File: config.mk
export PLATFORM = sky130hd
export DESIGN_NAME = regfile_wb_scheduler
export DESIGN_NICKNAME = d
export VERILOG_FILES = /design/src/rtl/regfile_wb_scheduler.sv
export SDC_FILE = /design/constraint.sdc
export NUM_CORES = 1
export LEC_CHECK = 0
export CAP_MARGIN = 20
export CORE_MARGIN = 2
export CORE_UTILIZATION = 35
export DETAILED_ROUTE_END_ITERATION = 8
export GPL_TIMING_DRIVEN = 1
export HOLD_SLACK_MARGIN = 0.1
export PLACE_DENSITY = 0.82
export SETUP_SLACK_MARGIN = 0.3
export SLEW_MARGIN = 25
export SYNTH_ARGS = -nofsm -noshare
export SYNTH_HDL_FRONTEND = slang
export SYNTH_SLANG_ARGS = --single-unit
File: constraint.sdc
create_clock -name clk -period 1.9 [get_ports clk]
set_input_delay 0.285 -clock clk [delete_from_list [all_inputs] [get_ports clk]]
set_output_delay 0.285 -clock clk [all_outputs]
set_load 0.01 [all_outputs]
File: src/rtl/regfile_wb_scheduler.sv
// Round-robin arbiter for the register file write port, with a busy scoreboard
// so the issue stage can reserve destinations and check read operands for hazards.
module regfile_wb_scheduler #(
   parameter int NUM_REQ    = 3,
   parameter int DATA_WIDTH = 16,
   parameter int ADDR_WIDTH = 4
) (
   input  logic                             clk,
   input  logic                             reset,
   input  logic [NUM_REQ-1:0]               req_valid,
   input  logic [NUM_REQ*ADDR_WIDTH-1:0]    req_addr,
   input  logic [NUM_REQ*DATA_WIDTH-1:0]    req_data,
   output logic [NUM_REQ-1:0]               req_ready,
   input  logic                             rsv_valid,
   input  logic [ADDR_WIDTH-1:0]            rsv_addr,
   output logic                             rsv_ok,
   input  logic [ADDR_WIDTH-1:0]            chk_addrA,
   input  logic [ADDR_WIDTH-1:0]            chk_addrB,
   output logic                             busyA,
   output logic                             busyB,
   output logic [(2**ADDR_WIDTH)-1:0]       busy_vec,
   output logic [ADDR_WIDTH-1:0]            writeAddr,
   output logic                             writeEn,
   output logic [DATA_WIDTH-1:0]            dataWrite
);
   localparam int NREG = 2**ADDR_WIDTH;
   localparam int PW   = $clog2(NUM_REQ);

   logic [PW-1:0]         rr_ptr_q, rr_ptr_d, gnt_idx;
   logic                  found;
   logic [NUM_REQ-1:0]    grant;
   logic [NREG-1:0]       busy_q, busy_d, clr_mask, set_mask;
   logic                  wen_q, wen_d;
   logic [ADDR_WIDTH-1:0] waddr_q, waddr_d;
   logic [DATA_WIDTH-1:0] wdata_q, wdata_d;

   // Scan requesters starting at the pointer; first valid one wins.
   always_comb begin
      int idx;
      idx     = 0;
      grant   = '0;
      gnt_idx = '0;
      found   = 1'b0;
      for (int k = 0; k < NUM_REQ; k++) begin
         idx = (int'(rr_ptr_q) + k) % NUM_REQ;
         if (!found && req_valid[idx]) begin
            found      = 1'b1;
            grant[idx] = 1'b1;
            gnt_idx    = PW'(idx);
         end
      end
   end

   assign req_ready = grant;
   assign rsv_ok    = rsv_valid && !busy_q[rsv_addr];
   assign busyA     = busy_q[chk_addrA];
   assign busyB     = busy_q[chk_addrB];
   assign busy_vec  = busy_q;
   assign writeEn   = wen_q;
   assign writeAddr = waddr_q;
   assign dataWrite = wdata_q;

   // Clear lands on the same edge the register file commits, so a same-cycle
   // reservation still sees the register busy and is refused.
   assign clr_mask = wen_q  ? (NREG'(1) << waddr_q)  : '0;
   assign set_mask = rsv_ok ? (NREG'(1) << rsv_addr) : '0;

   always_comb begin
      rr_ptr_d = rr_ptr_q;
      wen_d    = found;
      waddr_d  = waddr_q;
      wdata_d  = wdata_q;
      busy_d   = (busy_q & ~clr_mask) | set_mask;
      if (found) begin
         rr_ptr_d = (gnt_idx == PW'(NUM_REQ-1)) ? '0 : gnt_idx + 1'b1;
         waddr_d  = req_addr[gnt_idx*ADDR_WIDTH +: ADDR_WIDTH];
         wdata_d  = req_data[gnt_idx*DATA_WIDTH +: DATA_WIDTH];
      end
   end

   always_ff @(posedge clk) begin
      if (reset) begin
         rr_ptr_q <= '0;
         busy_q   <= '0;
         wen_q    <= 1'b0;
         waddr_q  <= '0;
         wdata_q  <= '0;
      end else begin
         rr_ptr_q <= rr_ptr_d;
         busy_q   <= busy_d;
         wen_q    <= wen_d;
         waddr_q  <= waddr_d;
         wdata_q  <= wdata_d;
      end
   end
endmodule

==> flow_summary.yaml <==
global_route:
  grt_use_total: 0.2284
  grt_pass1_wl_um: 15210
  grt_overflow: 0
  antenna_found_initial: 0
  grt_max_degree: 21
  grt_pass1_vias: 3201
synth:
  synth_seq_cells: 39
  ys_async_sr_fraction: 0
  ys.flop_type: "dfxtp_1"
  synth_cells: 268
  synth.avg_cell_area_um2: 9.786
  seq_area_frac_synth: 0.2977
  synth_area_leaders: "dfxtp_1 30%, mux4_2 13%, mux2i_1 8.4%"
  synth.net_count: 350
  yosysUniqueCellTypes: 44
  yosysTopAreaCell: "dfxtp_1"
  synth_top_area_frac: 0.2977
  synth_edf_count: 0
  ys_warn_count: 0
  syn-cell-area_mm2: 0.002623
cts:
  cts.htree.levels: 2
  clkSinkCount: 39
  cts-root-buf: "clkbuf_8"
  clockBufferDepth: 2
  insertion_delay_ns: 0.29
  numCtsBuffers: 5
  path_clk_slew_ns: 0.09
  cts_tree: "done"
floorplanning:
  dieArea_mm2: 0.008201
  die_height_um: 90.56
  boundaryPins: 121
  die_x_um: 90.56
  core_mm2: 0.007253
  rows: 31
  initial_utilization: 0.3616
worst_setup_path:
  cp.required_ns: 1.62
  setup.worst_path.start: "rr_ptr_q[0]$_SDFFE_PP0P_"
  cp_cell_sequence: "inv_4 > ha_4 > and3b_1 > o21bai_4 > nor2b_2 > a221oi_2 > a21oi_1 > buf_2"
  critPathArrivalTime_ns: 1.94
  end_kind: "output pin"
  cp_slowest_cell: "dfxtp_4"
  crit_fanout: 4
  r2r-end: "dataWrite[4]$_SDFFE_PP0P_"
  reg2reg_slack_ns: -0.27
  cp_top_family: "compound AO/OA/AOI/OAI gates"
  path_class: "reg2out"
  cp_num_buf_inv: 2
  r2r_cells: 10
  cp.depth: 8
  worstSetupEndpoint: "req_ready[0]"
  timing.rr.start: "rr_ptr_q[0]$_SDFFE_PP0P_"
  crit_path_max_incr_delay_ns: 0.38
  critPathLaunchType: "register"
sta:
  worstMarginPinSlew_ns: 0.4385
  relSlewSlack: 0.7070
  setup_ws_ns: -0.3211
  setup_viol: 28
  finalHoldViolCount: 0
  rsz0062_at_grt: "yes"
  fin_skew_ns: 0.008882
  fin_crit_sh: 1.169
  clock.fmax_ghz: 0.4502
  maxSlewViolCount: 0
  post-route-min-period_ns: 2.221
min_path:
  min_path_type: "reg2reg"
status:
  status: "finished with violations"
  violations: "negative setup slack"
finish:
  final_cell_mix: "100 x clkdlybuf4s50_1, 42 x buf_4, 35 x nand2_1"
  drive_gt1_frac: 0.3991
  fin_area_mm2: 0.004999
  fill_cells: 534
  layout.cells.most_common: "clkdlybuf4s50_1"
  num_antenna_cells: 0
  syn_to_final_growth_pct: 90.60
  multiInputGateArea_mm2: 0.001857
  instances_no_fill: 555
  nets: 537
  ff_latch_area_um2: 813.3
placed_design:
  gp_congestion: 0.8871
  io_buffers: 120
  place_area_mm2: 0.004360
  post-place-cells: 524
  hpwl_um: 7022
power_and_ir_drop:
  power.density_mw_per_mm2: 1081
  peakVddDrop_uv: 649.4
  p_leak_nw: 2.041
routing:
  finalWirelength_um: 9818
  viasPerCell: 5.346
  firstDrtPassIters: 4
  num_vias: 2967
  drt_iter0_drc: 161
  antenna_left: 0
  routedWlPerCell_um: 17.69
  drcViolationCount: 0
flow_run:
  drv_cap: 0
==> registers in the layout, indices dropped and copies added (netlist names) <==
name and flops:
rr_ptr_q 2, busy_vec 16, writeEn 1, dataWrite 16, writeAddr 4
==> worst min-delay path by stage <==
stage                                    start                         end  slack (ns)  cells after the start
floorplan                                reset          writeEn$_SDFF_PP0_        0.37                      1
global placement     dataWrite[2]$_SDFFE_PP0P_   dataWrite[2]$_SDFFE_PP0P_        0.45                      2
detailed placement  dataWrite[15]$_SDFFE_PP0P_  dataWrite[15]$_SDFFE_PP0P_        0.45                      2
CTS                 dataWrite[15]$_SDFFE_PP0P_  dataWrite[15]$_SDFFE_PP0P_        0.48                      2
global route        dataWrite[10]$_SDFFE_PP0P_  dataWrite[10]$_SDFFE_PP0P_        0.50                      2
finish               dataWrite[2]$_SDFFE_PP0P_   dataWrite[2]$_SDFFE_PP0P_        0.48                      2
==> report_power, final <==
part | internal (mW) | switching [mW]
combinational | 1.98 | 1.52
clock | 0.392 | 0.320
sequential | 1.03 | 0.157
==> synth_stat cells, types with 5 or more instances <==
cell type,number
a21oi_1,12
buf_6,5
clkbuf_1,7
dfxtp_1,39
inv_1,26
mux2i_1,22
mux4_2,15
nand2_1,35
nand2b_1,5
nand3_1,7
nand3b_1,5
nor2b_1,8
o21ai_0,13
o221ai_1,8
o221ai_2,13
==> routing by layer <==
layer	track usage	routed length (µm)
met1	0.2428	3676
met2	0.4353	5291
met3	0.06594	709
met4	0.06154	140
met5	0	0
==> layout make-up <==
cell class                 count  share of cell area
tap                           99             0.02478
multi-input combinational    185              0.3715
sequential                    39              0.1627
clock inverter                 3            0.008761
inverter                      27             0.02078
timing repair buffer         197              0.3977
clock buffer                   5             0.01377
==> cells by family after synthesis <==
kind of cell / after synthesis / synth area share
flops: 39 / 0.2977
buf+inv: 44 / 0.08158
mux: 38 / 0.2180
fa+ha+maj: 4 / 0.01908
simple gates: 75 / 0.1522
compound gates: 68 / 0.2314
==> worst min-delay path, stage by stage, from the launching register on <==
cell      delay, ns
dfxtp_1        0.33
nand2_1        0.06
o221ai_2       0.05
==> metrics by stage <==
step / utilization / setup slack, ns / power (mW) / TNS (ns) / hold WS (ns)
4_1_cts: 0.6495 / -0.3118 / 4.837 / -7.378 / 0.4771
3_5_place_dp: 0.6012 / -0.9834 / 3.936 / -17.83 / 0.4522
6_report: 0.6892 / -0.3211 / 5.404 / -6.521 / 0.4758
5_1_grt: 0.6892 / -0.4221 / 5.672 / -8.399 / 0.5025
3_3_place_gp: 0.6012 / -0.9646 / 3.881 / -16.37 / 0.4460
2_1_floorplan: - / -0.05328 / 2.745 / -0.4202 / 0.3690
==> timing repair <==
action,CTS,global route
pin swaps,8,11
hold buffers,0,0
buffers inserted,10,9
endpoints found under the setup margin,53,39
cloned,1,3
gates resized for setup,90,36
(Power assumes the default switching activity.)
